$ cat config.mk
export PLATFORM = sky130hd
export DESIGN_NAME = mbist_addrseq
export DESIGN_NICKNAME = d
export VERILOG_FILES = /design/src/rtl/mbist_addrseq.sv
export SDC_FILE = /design/constraint.sdc
export NUM_CORES = 1
export LEC_CHECK = 0
export ABC_AREA = 0
export CAP_MARGIN = 20
export CORE_ASPECT_RATIO = 0.75
export CORE_UTILIZATION = 48
export DETAILED_ROUTE_END_ITERATION = 8
export PLACE_DENSITY = 0.76
export SLEW_MARGIN = 20
export SYNTH_ARGS = -nofsm -noshare
export SYNTH_HDL_FRONTEND = slang
export SYNTH_SLANG_ARGS = --single-unit
$ cat constraint.sdc
create_clock -name clk -period 2.8 [get_ports clk]
set_clock_uncertainty 0.05 [all_clocks]
set_input_delay 0.56 -clock clk [delete_from_list [all_inputs] [get_ports clk]]
set_output_delay 0.56 -clock clk [all_outputs]
set_load 0.02 [all_outputs]
$ cat src/rtl/mbist_addrseq.sv
// March-element address sequencer for memory BIST: linear, row-fast and gray orders over a bounded index range.
// Define MBIST_ADDR_RANGE_EN to honour addr_lo/addr_hi; otherwise every element sweeps the full address space.
module mbist_addrseq #(
    parameter int ADDR_WIDTH = 8,
    parameter int COL_WIDTH  = 3
) (
    input  logic                  clk,
    input  logic                  reset_n,
    input  logic                  start_elem,
    input  logic                  dir_up,
    input  logic [1:0]            mode,
    input  logic [ADDR_WIDTH-1:0] addr_lo,
    input  logic [ADDR_WIDTH-1:0] addr_hi,
    input  logic                  addr_step,
    output logic [ADDR_WIDTH-1:0] addr,
    output logic                  sweep_done,
    output logic                  busy,
    output logic                  last_addr,
    output logic                  range_err
);

    localparam int ROW_W = ADDR_WIDTH - COL_WIDTH;
    localparam logic [ADDR_WIDTH-1:0] ONE = {{(ADDR_WIDTH-1){1'b0}}, 1'b1};

    typedef enum logic [1:0] {
        ORD_LINEAR  = 2'b00,
        ORD_ROWFAST = 2'b01,
        ORD_GRAY    = 2'b10,
        ORD_RSVD    = 2'b11
    } order_e;

    typedef enum logic {
        ST_IDLE = 1'b0,
        ST_BUSY = 1'b1
    } state_e;

    logic [ADDR_WIDTH-1:0] lo_eff, hi_eff;

`ifdef MBIST_ADDR_RANGE_EN
    assign lo_eff = addr_lo;
    assign hi_eff = addr_hi;
`else
    logic unused_range;
    assign lo_eff       = '0;
    assign hi_eff       = '1;
    assign unused_range = ^{addr_lo, addr_hi};
`endif

    // Row-fast swaps the row field into the low bits so consecutive indices walk down a column.
    function automatic logic [ADDR_WIDTH-1:0] map_addr(input order_e ord,
                                                       input logic [ADDR_WIDTH-1:0] i);
        case (ord)
            ORD_ROWFAST: map_addr = {i[ROW_W-1:0], i[ADDR_WIDTH-1:ROW_W]};
            ORD_GRAY:    map_addr = i ^ (i >> 1);
            default:     map_addr = i;
        endcase
    endfunction

    state_e                state_q, state_d;
    order_e                order_q, order_d;
    logic                  dir_q, dir_d;
    logic [ADDR_WIDTH-1:0] idx_q, idx_d;
    logic [ADDR_WIDTH-1:0] end_q, end_d;
    logic [ADDR_WIDTH-1:0] addr_q, addr_d;
    logic                  done_q, done_d;
    logic                  err_q, err_d;
    logic                  last_q, last_d;

    always_comb begin
        // NOTE: every next-state value gets a default first so no path leaves one unassigned (no latch).
        state_d = state_q;
        order_d = order_q;
        dir_d   = dir_q;
        idx_d   = idx_q;
        end_d   = end_q;
        addr_d  = addr_q;
        done_d  = done_q;
        err_d   = err_q;

        if (start_elem) begin
            if (lo_eff > hi_eff) begin
                state_d = ST_IDLE;
                done_d  = 1'b1;
                err_d   = 1'b1;
            end else begin
                state_d = ST_BUSY;
                order_d = order_e'(mode);
                dir_d   = dir_up;
                idx_d   = dir_up ? lo_eff : hi_eff;
                end_d   = dir_up ? hi_eff : lo_eff;
                addr_d  = map_addr(order_e'(mode), dir_up ? lo_eff : hi_eff);
                done_d  = 1'b0;
                err_d   = 1'b0;
            end
        end else if (state_q == ST_BUSY && addr_step) begin
            // The end bound is checked before moving, so the index never steps past either limit.
            if (idx_q == end_q) begin
                state_d = ST_IDLE;
                done_d  = 1'b1;
            end else begin
                idx_d  = dir_q ? idx_q + ONE : idx_q - ONE;
                addr_d = map_addr(order_q, dir_q ? idx_q + ONE : idx_q - ONE);
            end
        end

        last_d = (state_d == ST_BUSY) && (idx_d == end_d);
    end

    // NOTE: sequential state uses non-blocking assignments so all registers update together at the edge.
    always_ff @(posedge clk or negedge reset_n) begin
        if (!reset_n) begin
            state_q <= ST_IDLE;
            order_q <= ORD_LINEAR;
            dir_q   <= 1'b0;
            idx_q   <= '0;
            end_q   <= '0;
            addr_q  <= '0;
            done_q  <= 1'b0;
            err_q   <= 1'b0;
            last_q  <= 1'b0;
        end else begin
            state_q <= state_d;
            order_q <= order_d;
            dir_q   <= dir_d;
            idx_q   <= idx_d;
            end_q   <= end_d;
            addr_q  <= addr_d;
            done_q  <= done_d;
            err_q   <= err_d;
            last_q  <= last_d;
        end
    end

    assign addr       = addr_q;
    assign busy       = (state_q == ST_BUSY);
    assign sweep_done = done_q;
    assign last_addr  = last_q;
    assign range_err  = err_q;

endmodule

==> key figures, run 1 <==
Flow run
  – MaxCap Viol Count: 0

Synth
  – Yosys reg bits: 30
  – Synth Net Count: approximately 250
  – Asr flop ratio synth: 100%
  – Mapped Cells: 222
  – Synth Warn #: 0
  – Synth Flop Type: dfrtp_1
  – Post-synth EDFFs: 0
  – Mean Syn Cell Area: roughly 9 um2
  – Distinct cells, synth: 51
  – Mapped cell area: 0.00205 mm2
  – Sequential element share of the synthesized area: a little over a third

Worst setup path
  – Slowest library cell on the worst path: or4_1
  – CP Capture Point: addr[6]
  – Critical R2R Capture: addr[6]
  – Worst setup startpoint: dir_q
  – Critical path depth: 9
  – Startpoint types: register
  – CP max stage delay: between 400 and 500 ps
  – Crit Path Class: register to register
  – WP data required: 2950 ps
  – Worst R2R Setup Slack: ~110 ps
  – Top delay family on crit path: compound AO/OA/AOI/OAI gates
  – Reg2Reg Launch Point: dir_q
  – Crit Path Max Fanout: 7
  – Crit path DAT: ~2900 ps
  – Worst reg-to-reg path cell count: 9
  – Critical Path Sink Type: register
  – Buf+Inv Stages, Crit Path: 1
  – CP Cell Sequence: inv_4 -> ha_1 -> and2_4 -> a221oi_4 -> nand2_2 -> a211oi_4 -> xnor2_4 -> or4_1 -> a32oi_1

Die
  – Core area: around 0.0041 mm2
  – Starting density of the core: 50.3%
  – Height of the chip: 58.6 um
  – Die Area: around 0.0045 mm2
  – # IOs: 35
  – Rows: 20
  – Die Width: 77.5 um

Place
  – DP Area: ~0.0024 mm2
  – Number of I/O port buffers: 17
  – Detailed-placement wirelength estimate: between 3 and 4 mm
  – Pre-CTS setup slack: -5.82 ps
  – Routability Congestion: a little over 0.8

Pwr
  – Sequential Power Share: 27.1%
  – Leakage: between 1 and 1.5 nW
  – Total power: roughly 2.1 mW
  – Cell Int Power: 1.26 mW
  – Switching power: a little over 800 uW
  – Sw frac: between 30 and 40%
  – Clock power share: 15.6%
  – VDD IR max: roughly 380 uV
  – Power share of the combinational group: roughly 57%
  – Power density cells: just over 800 mW/mm2

Layout
  – Antenna fix cells: 0
  – Layout cells sized above 1: 18.0%
  – Post-route cell area: ~0.0026 mm2
  – Final #Nets: 288
  – Final-layout fill cell count: between 300 and 400
  – Area grow syn2layout: 26.0%

CTS
  – Sink Count: 30
  – Worst-path clk slew: approximately 70 ps
  – CTS tree: done
  – Cts bufs inserted: 5
  – Root buffer cell: clkbuf_8
  – CTS Buffer Depth: 2
  – Cts hold-fix bufs: 0
  – Clock latency on the worst-skew pair: 280 ps
  – H-Tree Depth: 2

GRT
  – Vias in the first global route: approximately 1,500
  – Initial antenna violation count: 0
  – First-pass GRT wire length: a little under 8 mm
  – Gr usage total: around 23%
  – Largest net degree at the start of global routing: 32
  – GRT overflow: 0

STA
  – Final hold vios: 0
  – Worst hold margin: roughly 470 ps
  – Tcrit/Tclk final: between 90% and 100%
  – Max_slew headroom: roughly three fifths
  – Final slew viol count: 0
  – Setup Viol. Count Final: 0
  – Setup ws final: approximately 110 ps
  – Setup TNS: 0 ps
  – Tightest Pin Transition: 585 ps
  – Fmax: roughly 0.37 GHz
  – Crit path time final: 2690 ps

Drt
  – Vias per cell: approximately 5.7
  – Routed WL per cell: 15.7 um
  – DRT iter0 DRCs: around 180
  – Drt first pass iters: 4
  – Vias: ~1,800
  – Drc violations: 0
  – Total Wirelength: approximately 4.9 mm
  – ANT nets after route: 0

Hold path
  – Hold crit path type: register to register

Status
  – Status: finished, final reports clean
-- cell families after synthesis --
logic type | Yosys count | share of synthesized area [%]
AO/OA/AOI/OAI | 68 | 23.3
AND/OR/NAND/NOR | 55 | 14.5
flip-flops | 30 | 36.6
buffers and inverters | 28 | 5.43
XOR/XNOR | 21 | 8.96
multiplexers | 10 | 5.18
adder cells (fa/ha/maj) | 9 | 5.85
other | 1 | 0.183
-- power groups by stage --
stage	sequential, mW	clock, mW	combinational [mW]
after floorplan	0.590	0	0.685
after global placement	0.564	0	1.02
after detailed placement	0.566	0	1.04
after CTS	0.561	0.331	1.05
after global routing	0.576	0.348	1.29
final	0.566	0.326	1.20
-- cell usage in the layout, fill, tap and decap left out, drive strengths merged, types with 6 or more instances in the layout --
master / instances
dfrtp: 30
buf: 21
o21ai: 20
xnor2: 19
clkdlybuf4s50: 17
inv: 17
a21oi: 15
nand2: 12
nor2: 10
ha: 8
nand2b: 7
o21a: 6
-- worst min-delay path by stage --
| stage | from | endpoint | cells after the start | slack [ps] |
|---|---|---|---|---|
| finish | sweep_done | sweep_done | 2 | 470 |
| global route | addr[4] | addr[4] | 1 | 500 |
| CTS | sweep_done | sweep_done | 2 | 480 |
| detailed placement | sweep_done | sweep_done | 2 | 460 |
| global placement | sweep_done | sweep_done | 2 | 450 |
| floorplan | reset_n | addr[0] | 0 | 210 |
-- tightest hold or removal path, stage by stage (launching register included) --
cell     delay, ps
dfrtp_1        350
a31oi_1         50
nor2_1          80
-- layout make-up --
type	count	area, um2	share of cell area, %
Inverter	17	66.3	2.57
Clock inverter	2	10.0	0.387
Multi-Input combinational cell	164	1270	49.0
Clock buffer	5	68.8	2.66
Sequential cell	30	751	29.0
Timing Repair Buffer	38	353	13.6
Tap cell	55	68.8	2.66
-- registers in the layout, indices dropped and copies added, names as in the netlist --
name / flops
last_addr: 1
busy: 1
order_q: 2
sweep_done: 1
idx_q: 8
dir_q: 1
end_q: 8
addr: 8
-- cell usage after synthesis, types with 2 or more instances --
cell | number | area (um2)
mux2_2 | 5 | 56.3
nor2b_1 | 3 | 18.8
o21ai_0 | 20 | 100
nand2_1 | 12 | 45.0
o211a_1 | 2 | 20.0
xnor2_1 | 19 | 166
clkbuf_1 | 7 | 26.3
dfrtp_1 | 30 | 751
nor3b_1 | 4 | 30.0
nand3_1 | 4 | 20.0
o21a_1 | 6 | 45.0
a31oi_1 | 2 | 12.5
nor2_1 | 10 | 37.5
a221oi_1 | 2 | 17.5
a21oi_1 | 15 | 75.1
a21o_1 | 3 | 22.5
inv_1 | 17 | 63.8
a32oi_1 | 3 | 26.3
mux2i_1 | 5 | 50.1
o21bai_1 | 2 | 15.0
nand2b_1 | 7 | 43.8
ha_1 | 8 | 100
xor2_1 | 2 | 17.5
buf_2 | 2 | 10.0
nor3_1 | 4 | 20.0
and3_1 | 2 | 12.5
o221a_2 | 2 | 22.5
-- what timing repair did --
| action | in CTS | in global routing |
|---|---|---|
| pin swaps | 0 | 5 |
| setup endpoints to repair | 1 | 4 |
| gates resized for setup | 1 | 12 |
| setup buffers | 0 | 3 |
-- metrics by stage --
| step | utilization [%] | cells |
|---|---|---|
| after floorplan | - | 222 |
| after global placement | 58.9 | 301 |
| after detailed placement | 58.9 | 301 |
| after CTS | 61.0 | 308 |
| after global routing | 63.4 | 311 |
| final | 63.4 | 311 |
-- layer usage --
metal  GRT usage (%)  vias up  share of wire [%]
li1                -      859                  -
met1            32.9      879                 50
met2            34.6       44                 45
met3            5.12        2                4.6
met4            4.04        0               0.33
met5               0        -                  0
Note: power is estimated with default switching activity, not from simulation.
==> run 2, diff against run 1 <==
CELL_PAD_IN_SITES_DETAIL_PLACEMENT = 1   (was default)
CELL_PAD_IN_SITES_GLOBAL_PLACEMENT = 1   (was default)
CORE_UTILIZATION = 36   (was 48)
PLACE_DENSITY = default   (was 0.76)
PLACE_DENSITY_LB_ADDON = 0.1   (was default)
==> run 2 against run 1 <==
  * Utilization decreased by 16 points
  * Sequential power is essentially flat
  * Non-clock buffer count is 1 higher
  * Register-to-register slack better by 40 ps
  * Setup slack improved by 37 ps
  * Via count grew 0.22%
  * Hold slack about the same
  * First-iteration DRC count is 59% lower
  * Largest power group unchanged
  * Count of clock-buffer cells in the layout unchanged
  * Cell area decreased by 0.53%
  * Maximum frequency grew 1.4%
==> key figures, run 2 (synthesized netlist as in run 1, its figures left out) <==
Status
  – Status: finished, final reports clean

Drt
  – Vias per cell: 5.39 (-6.1%)
  – Drc violations: 0 (unchanged)
  – Routed WL per cell: 18.0 um (+14%)
  – DRT iter0 DRCs: 75 (-59%)
  – ANT nets after route: 0 (unchanged)
  – Vias: 1,788 (+0.22%)
  – Total Wirelength: 5.97 mm (+22%)
  – Drt first pass iters: 4 (unchanged)

Place
  – Number of I/O port buffers: 17 (unchanged)
  – DP Area: 0.00243 mm2 (+0.94%)
  – Placed insts: 324 (+7.6%)
  – Routability Congestion: 0.844 (+1.9%)
  – Pre-CTS setup slack: -6.08 ps (-0.262 ps)
  – Detailed-placement wirelength estimate: 4.53 mm (+35%)

CTS
  – Root buffer cell: clkbuf_8
  – Sink Count: 30 (unchanged)
  – CTS Buffer Depth: 2 (unchanged)
  – Clock latency on the worst-skew pair: 280 ps (about the same)
  – Worst-path clk slew: 60 ps (about the same)
  – H-Tree Depth: 2 (unchanged)
  – Cts bufs inserted: 5 (unchanged)
  – CTS tree: done

Pwr
  – Total power: 2.12 mW (+1.2%)
  – Leakage: 1.09 nW (-1.0%)
  – Power density cells: 823 mW/mm2 (+1.7%)
  – VDD IR max: 295 uV (-22%)

Worst setup path
  – Crit path DAT: 2820 ps (-30 ps)
  – Critical Path Sink Type: register
  – Startpoint types: register
  – Crit Path Max Fanout: 7 (unchanged)
  – WP data required: 2970 ps (+20 ps)
  – Worst reg-to-reg path cell count: 11 (+2)
  – Crit Path Class: register to register

Flow run
  – MaxCap Viol Count: 0 (unchanged)

GRT
  – Vias in the first global route: 1,843 (+20%)
  – Largest net degree at the start of global routing: 31 (-3.1%)
  – Initial antenna violation count: 0 (unchanged)
  – First-pass GRT wire length: 9.84 mm (+27%)
  – GRT overflow: 0 (unchanged)
  – Gr usage total: 22.2% (-0.29 points)

STA
  – Tcrit/Tclk final: 94.9% (-1.3 points)
  – Crit path time final: 2660 ps (-37.3 ps)
  – Setup ws final: 144 ps (+37.3 ps)
  – Worst hold margin: 471 ps (+0.403 ps)
  – Setup TNS: 0 ps (unchanged)
  – Final slew viol count: 0 (unchanged)
  – Fmax: 0.376 GHz (+1.4%)
  – Tightest Pin Transition: 541 ps (-43.8 ps)
  – Max_slew headroom: 63.7% (+3.0 points)
  – Final hold vios: 0 (unchanged)
  – Setup Viol. Count Final: 0 (unchanged)

Layout
  – Final #Nets: 289 (+0.35%)
  – Commonest non-fill, non-tap cell in the layout: dfrtp_1
  – Final design utilization: 47.5% (-16 points)
  – Antenna fix cells: 0 (unchanged)
  – Number of standard cells in the final layout excluding fillers: 332 (+6.8%)
  – Most frequent cells in the layout: dfrtp_1 (30), buf_4 (22), o21ai_0 (20), xnor2_1 (18), clkdlybuf4s50_1 (17)
  – Layout cells sized above 1: 18.7% (+0.71 points)
  – Area grow syn2layout: 25.3%
  – Post-route cell area: 0.00257 mm2 (-0.53%)

Die
  – Die Area: 0.00601 mm2 (+32%)
  – Rows: 23 (+15%)
  – Core area: 0.00541 mm2 (+33%)
  – Starting density of the core: 37.9% (-12 points)
  – Die Width: 89.2 um (+15%)
  – Height of the chip: 67.4 um (+15%)
  – # IOs: 35 (unchanged)

Hold path
  – Hold Crit Depth: 2 (unchanged)
  – Hold crit path type: register to register
-- run 2: changes by cell type in the layout (fill, tap and decap cells not counted) --
cell / delta
a2111oi_1: -1
a21oi_1: -1
buf_12: -2
ha_2: +1
o32ai_1: -1
xnor2_4: -1
a21oi_2: +1
a2111oi_0: +1
ha_4: -1
buf_4: +3
xnor2_1: +1
inv_2: +1
o32ai_2: +1
inv_4: -1
-- run 2: cell type report --
cell class / count / area, um2
Tap cell: 75 / 93.8
Timing Repair Buffer: 39 / 335
Inverter: 17 / 63.8
Sequential cell: 30 / 751
Multi-Input combinational cell: 164 / 1250
Fill cell: 643 / 2840
Clock inverter: 2 / 10.0
Clock buffer: 5 / 68.8
-- run 2: per-layer routing --
metal | vias to the layer above | share of wire (%) | global-route usage [%]
li1 | 860 | - | -
met1 | 893 | 49 | 32.4
met2 | 31 | 47 | 35.1
met3 | 4 | 3.5 | 3.79
met4 | 0 | 0.49 | 3.77
met5 | - | 0 | 0
-- run 2: path summary, 6_finish.rpt --
| path | start | slack (ps) | to |
|---|---|---|---|
| max in group asynchronous | reset_n | 1790 | addr[5] |
| hold / removal | sweep_done | 470 | sweep_done |
| setup reg to reg | dir_q | 140 | addr[5] |
| hold reg to reg | sweep_done | 470 | sweep_done |
| min in group asynchronous | reset_n | 620 | end_q[6] |
| setup / recovery | dir_q | 140 | addr[5] |
-- run 2: critical path, stage by stage (launching register included) --
cell      delay, ps
dfrtp_1         390
inv_2           120
ha_2            320
and2_4          190
a221oi_4        230
nand2_2         120
buf_4           150
xnor2_1         150
buf_4           190
or3b_1          370
a21oi_2         140
o221a_2         180
-- run 2: repair_timing --
item / CTS / global route
gates resized for setup: 1 / 9
buffers inserted: 0 / 1
pin swaps: 0 / 4
hold buffers: 0 / 0
setup endpoints to repair: 1 / 7
-- run 2: power breakdown --
group	total, mW	switching (mW)	internal [mW]
combinational	1.22	0.656	0.567
sequential	0.563	0.0618	0.501
clock	0.330	0.163	0.166
total	2.12	0.880	1.23
==> run 3, diff against run 2 <==
CORE_MARGIN = 4   (was default)
clock period = 2.23 ns   (was 2.8 ns; I/O delays follow)
==> run 3 against run 2 <==
  * The run now ends with negative setup slack left
  * Sequential cell count is the same
  * Global-route usage fell by 1.9 points
  * Non-clock buffer count is 39 higher
  * First-iteration DRC count is 11% higher
  * Sequential power grew 28%
  * Cell area is 23% higher
  * Maximum frequency decreased by 3.2%
  * Critical path depth increased by 1
  * Combinational power increased by 80%
  * Largest power group unchanged
==> key figures, run 3 (synthesized netlist as in run 1, its figures left out) <==
Layout
  – Antenna fix cells: 0 (unchanged)
  – Final-layout fill cell count: 598 (-7.0%)
  – Commonest non-fill, non-tap cell in the layout: buf_4
  – Layout cells sized above 1: 38.7% (+20 points)
  – Sequential Area: 753 um2 (+0.33%)
  – Number of standard cells in the final layout excluding fillers: 372 (+12%)
  – Most frequent cells in the layout: buf_4 (52), dfrtp_1 (28), o21ai_0 (18), clkdlybuf4s50_1 (17), inv_1 (16)
  – Multi-input logic area: 0.00148 mm2 (+18%)
  – Area grow syn2layout: 53.7%
  – Final #Nets: 328 (+13%)
  – Final design utilization: 58.0% (+10 points)

GRT
  – Gr usage total: 20.3% (-1.9 points)
  – GRT overflow: 0 (unchanged)
  – Largest net degree at the start of global routing: 31 (unchanged)
  – Vias in the first global route: 2,130 (+16%)
  – Initial antenna violation count: 0 (unchanged)
  – First-pass GRT wire length: 10.7 mm (+8.8%)

Hold path
  – Hold crit path type: register to register

Worst setup path
  – CP max stage delay: 430 ps (+40 ps)
  – Slowest library cell on the worst path: dfrtp_2
  – WP data required: 2370 ps (-600 ps)
  – Buf+Inv Stages, Crit Path: 4 (+1)
  – Top delay family on crit path: compound AO/OA/AOI/OAI gates
  – Crit Path Class: register to register
  – Crit path DAT: 2880 ps (+60 ps)
  – Critical Path Sink Type: register
  – CP Cell Sequence: inv_8 -> buf_4 -> buf_6 -> ha_4 -> o21ai_0 -> nand3b_1 -> o21ai_0 -> a211oi_4 -> xnor2_2 -> buf_4 -> o211a_1 -> o31ai_2
  – Crit Path Max Fanout: 8 (+1)
  – Startpoint types: register

Die
  – Starting density of the core: 37.7% (-0.20 points)
  – Core area: 0.00544 mm2 (+0.53%)
  – Die Area: 0.00698 mm2 (+16%)
  – # IOs: 35 (unchanged)
  – Die Width: 95.2 um (+6.7%)
  – Rows: 23 (unchanged)
  – Height of the chip: 73.4 um (+8.9%)

Drt
  – Total Wirelength: 7.72 mm (+29%)
  – Drc violations: 0 (unchanged)
  – ANT nets after route: 0 (unchanged)
  – Drt first pass iters: 4 (unchanged)
  – Vias: 2,023 (+13%)
  – Vias per cell: 5.44 (+0.98%)
  – DRT iter0 DRCs: 83 (+11%)
  – Routed WL per cell: 20.8 um (+15%)

Status
  – Status: finished with violations
  – Failing checks: negative setup slack

STA
  – Setup Viol. Count Final: 12 (+12)
  – Crit path time final: 2740 ps (+88.2 ps)
  – Fmax: 0.364 GHz (-3.2%)
  – Setup ws final: -514 ps (-658 ps)
  – Tcrit/Tclk final: 123% (+28 points)
  – Final hold vios: 0 (unchanged)
  – Unrepaired setup endpoints after global routing: yes
  – Final slew viol count: 0 (unchanged)

CTS
  – CTS tree: done
  – Sink Count: 30 (unchanged)
  – Cts bufs inserted: 5 (unchanged)
  – Worst-path clk slew: 70 ps (about the same)
  – Root buffer cell: clkbuf_8
  – Clock latency on the worst-skew pair: 290 ps (about the same)
  – H-Tree Depth: 2 (unchanged)
  – CTS Buffer Depth: 2 (unchanged)
  – Cts hold-fix bufs: 0 (unchanged)

Pwr
  – Total power: 3.40 mW (+61%)
  – Power density cells: 1080 mW/mm2 (+31%)
  – VDD IR max: 361 uV (+22%)
  – Leakage: 1.37 nW (+25%)

Place
  – Number of I/O port buffers: 17 (unchanged)
  – Detailed-placement wirelength estimate: 5.01 mm (+11%)
  – Routability Congestion: 0.823 (-2.5%)
  – Placed insts: 351 (+8.3%)

Flow run
  – MaxCap Viol Count: 0 (unchanged)
-- run 3: area by class of cell --
class / count / area share (%)
Clock buffer: 6 / 2.62
Timing Repair Buffer: 78 / 21.0
Tap cell: 75 / 2.98
Clock inverter: 2 / 0.397
Multi-Input combinational cell: 164 / 46.9
Inverter: 17 / 2.26
Sequential cell: 30 / 23.9
-- run 3: path summary, 6_finish.rpt --
kind / from / endpoint / slack, ps / depth (start not counted)
setup / recovery: dir_q / addr[7] / -510 / 12
hold / removal: sweep_done / sweep_done / 460 / 2
setup reg to reg: dir_q / addr[7] / -510 / 12
hold reg to reg: sweep_done / sweep_done / 460 / 2
max in group asynchronous: reset_n / dir_q / 1310 / 2
min in group asynchronous: reset_n / end_q[3] / 480 / 2
-- run 3: per-stage QoR --
stage	worst slack (ps)	setup TNS [ps]	cell area [um2]	hold slack, ps
after detailed placement	-456	-3310	2700	442
after floorplan	-201	-488	2120	100
after global placement	-368	-2620	2700	444
after CTS	-350	-2920	2870	468
final	-514	-3590	3150	462
after global routing	-563	-4700	3150	477
-- run 3: per-layer routing --
layer / vias up / global-route usage [%] / part of all wire [%]
li1: 936 / - / -
met3: 14 / 3.68 / 3.7
met5: - / 0 / 0
met1: 1035 / 26.7 / 44
met4: 0 / 6.24 / 1.7
met2: 38 / 34.0 / 50
-- run 3: tightest hold or removal path, stage by stage, from the launching register on --
cell,delay (ps)
dfrtp_1,350
a31oi_1,50
nor2_1,80
-- run 3: where the power goes --
group	switching [mW]	internal (mW)	leakage, nW
combinational	1.07	1.12	0.959
clock	0.240	0.248	0.0472
sequential	0.0925	0.630	0.359
-- run 3: repair_timing --
action                                  CTS  global route
setup buffers                             6            12
endpoints found under the hold margin     0             0
pin swaps                                14            14
endpoints found under the setup margin   12            13
gates resized for setup                   9            44
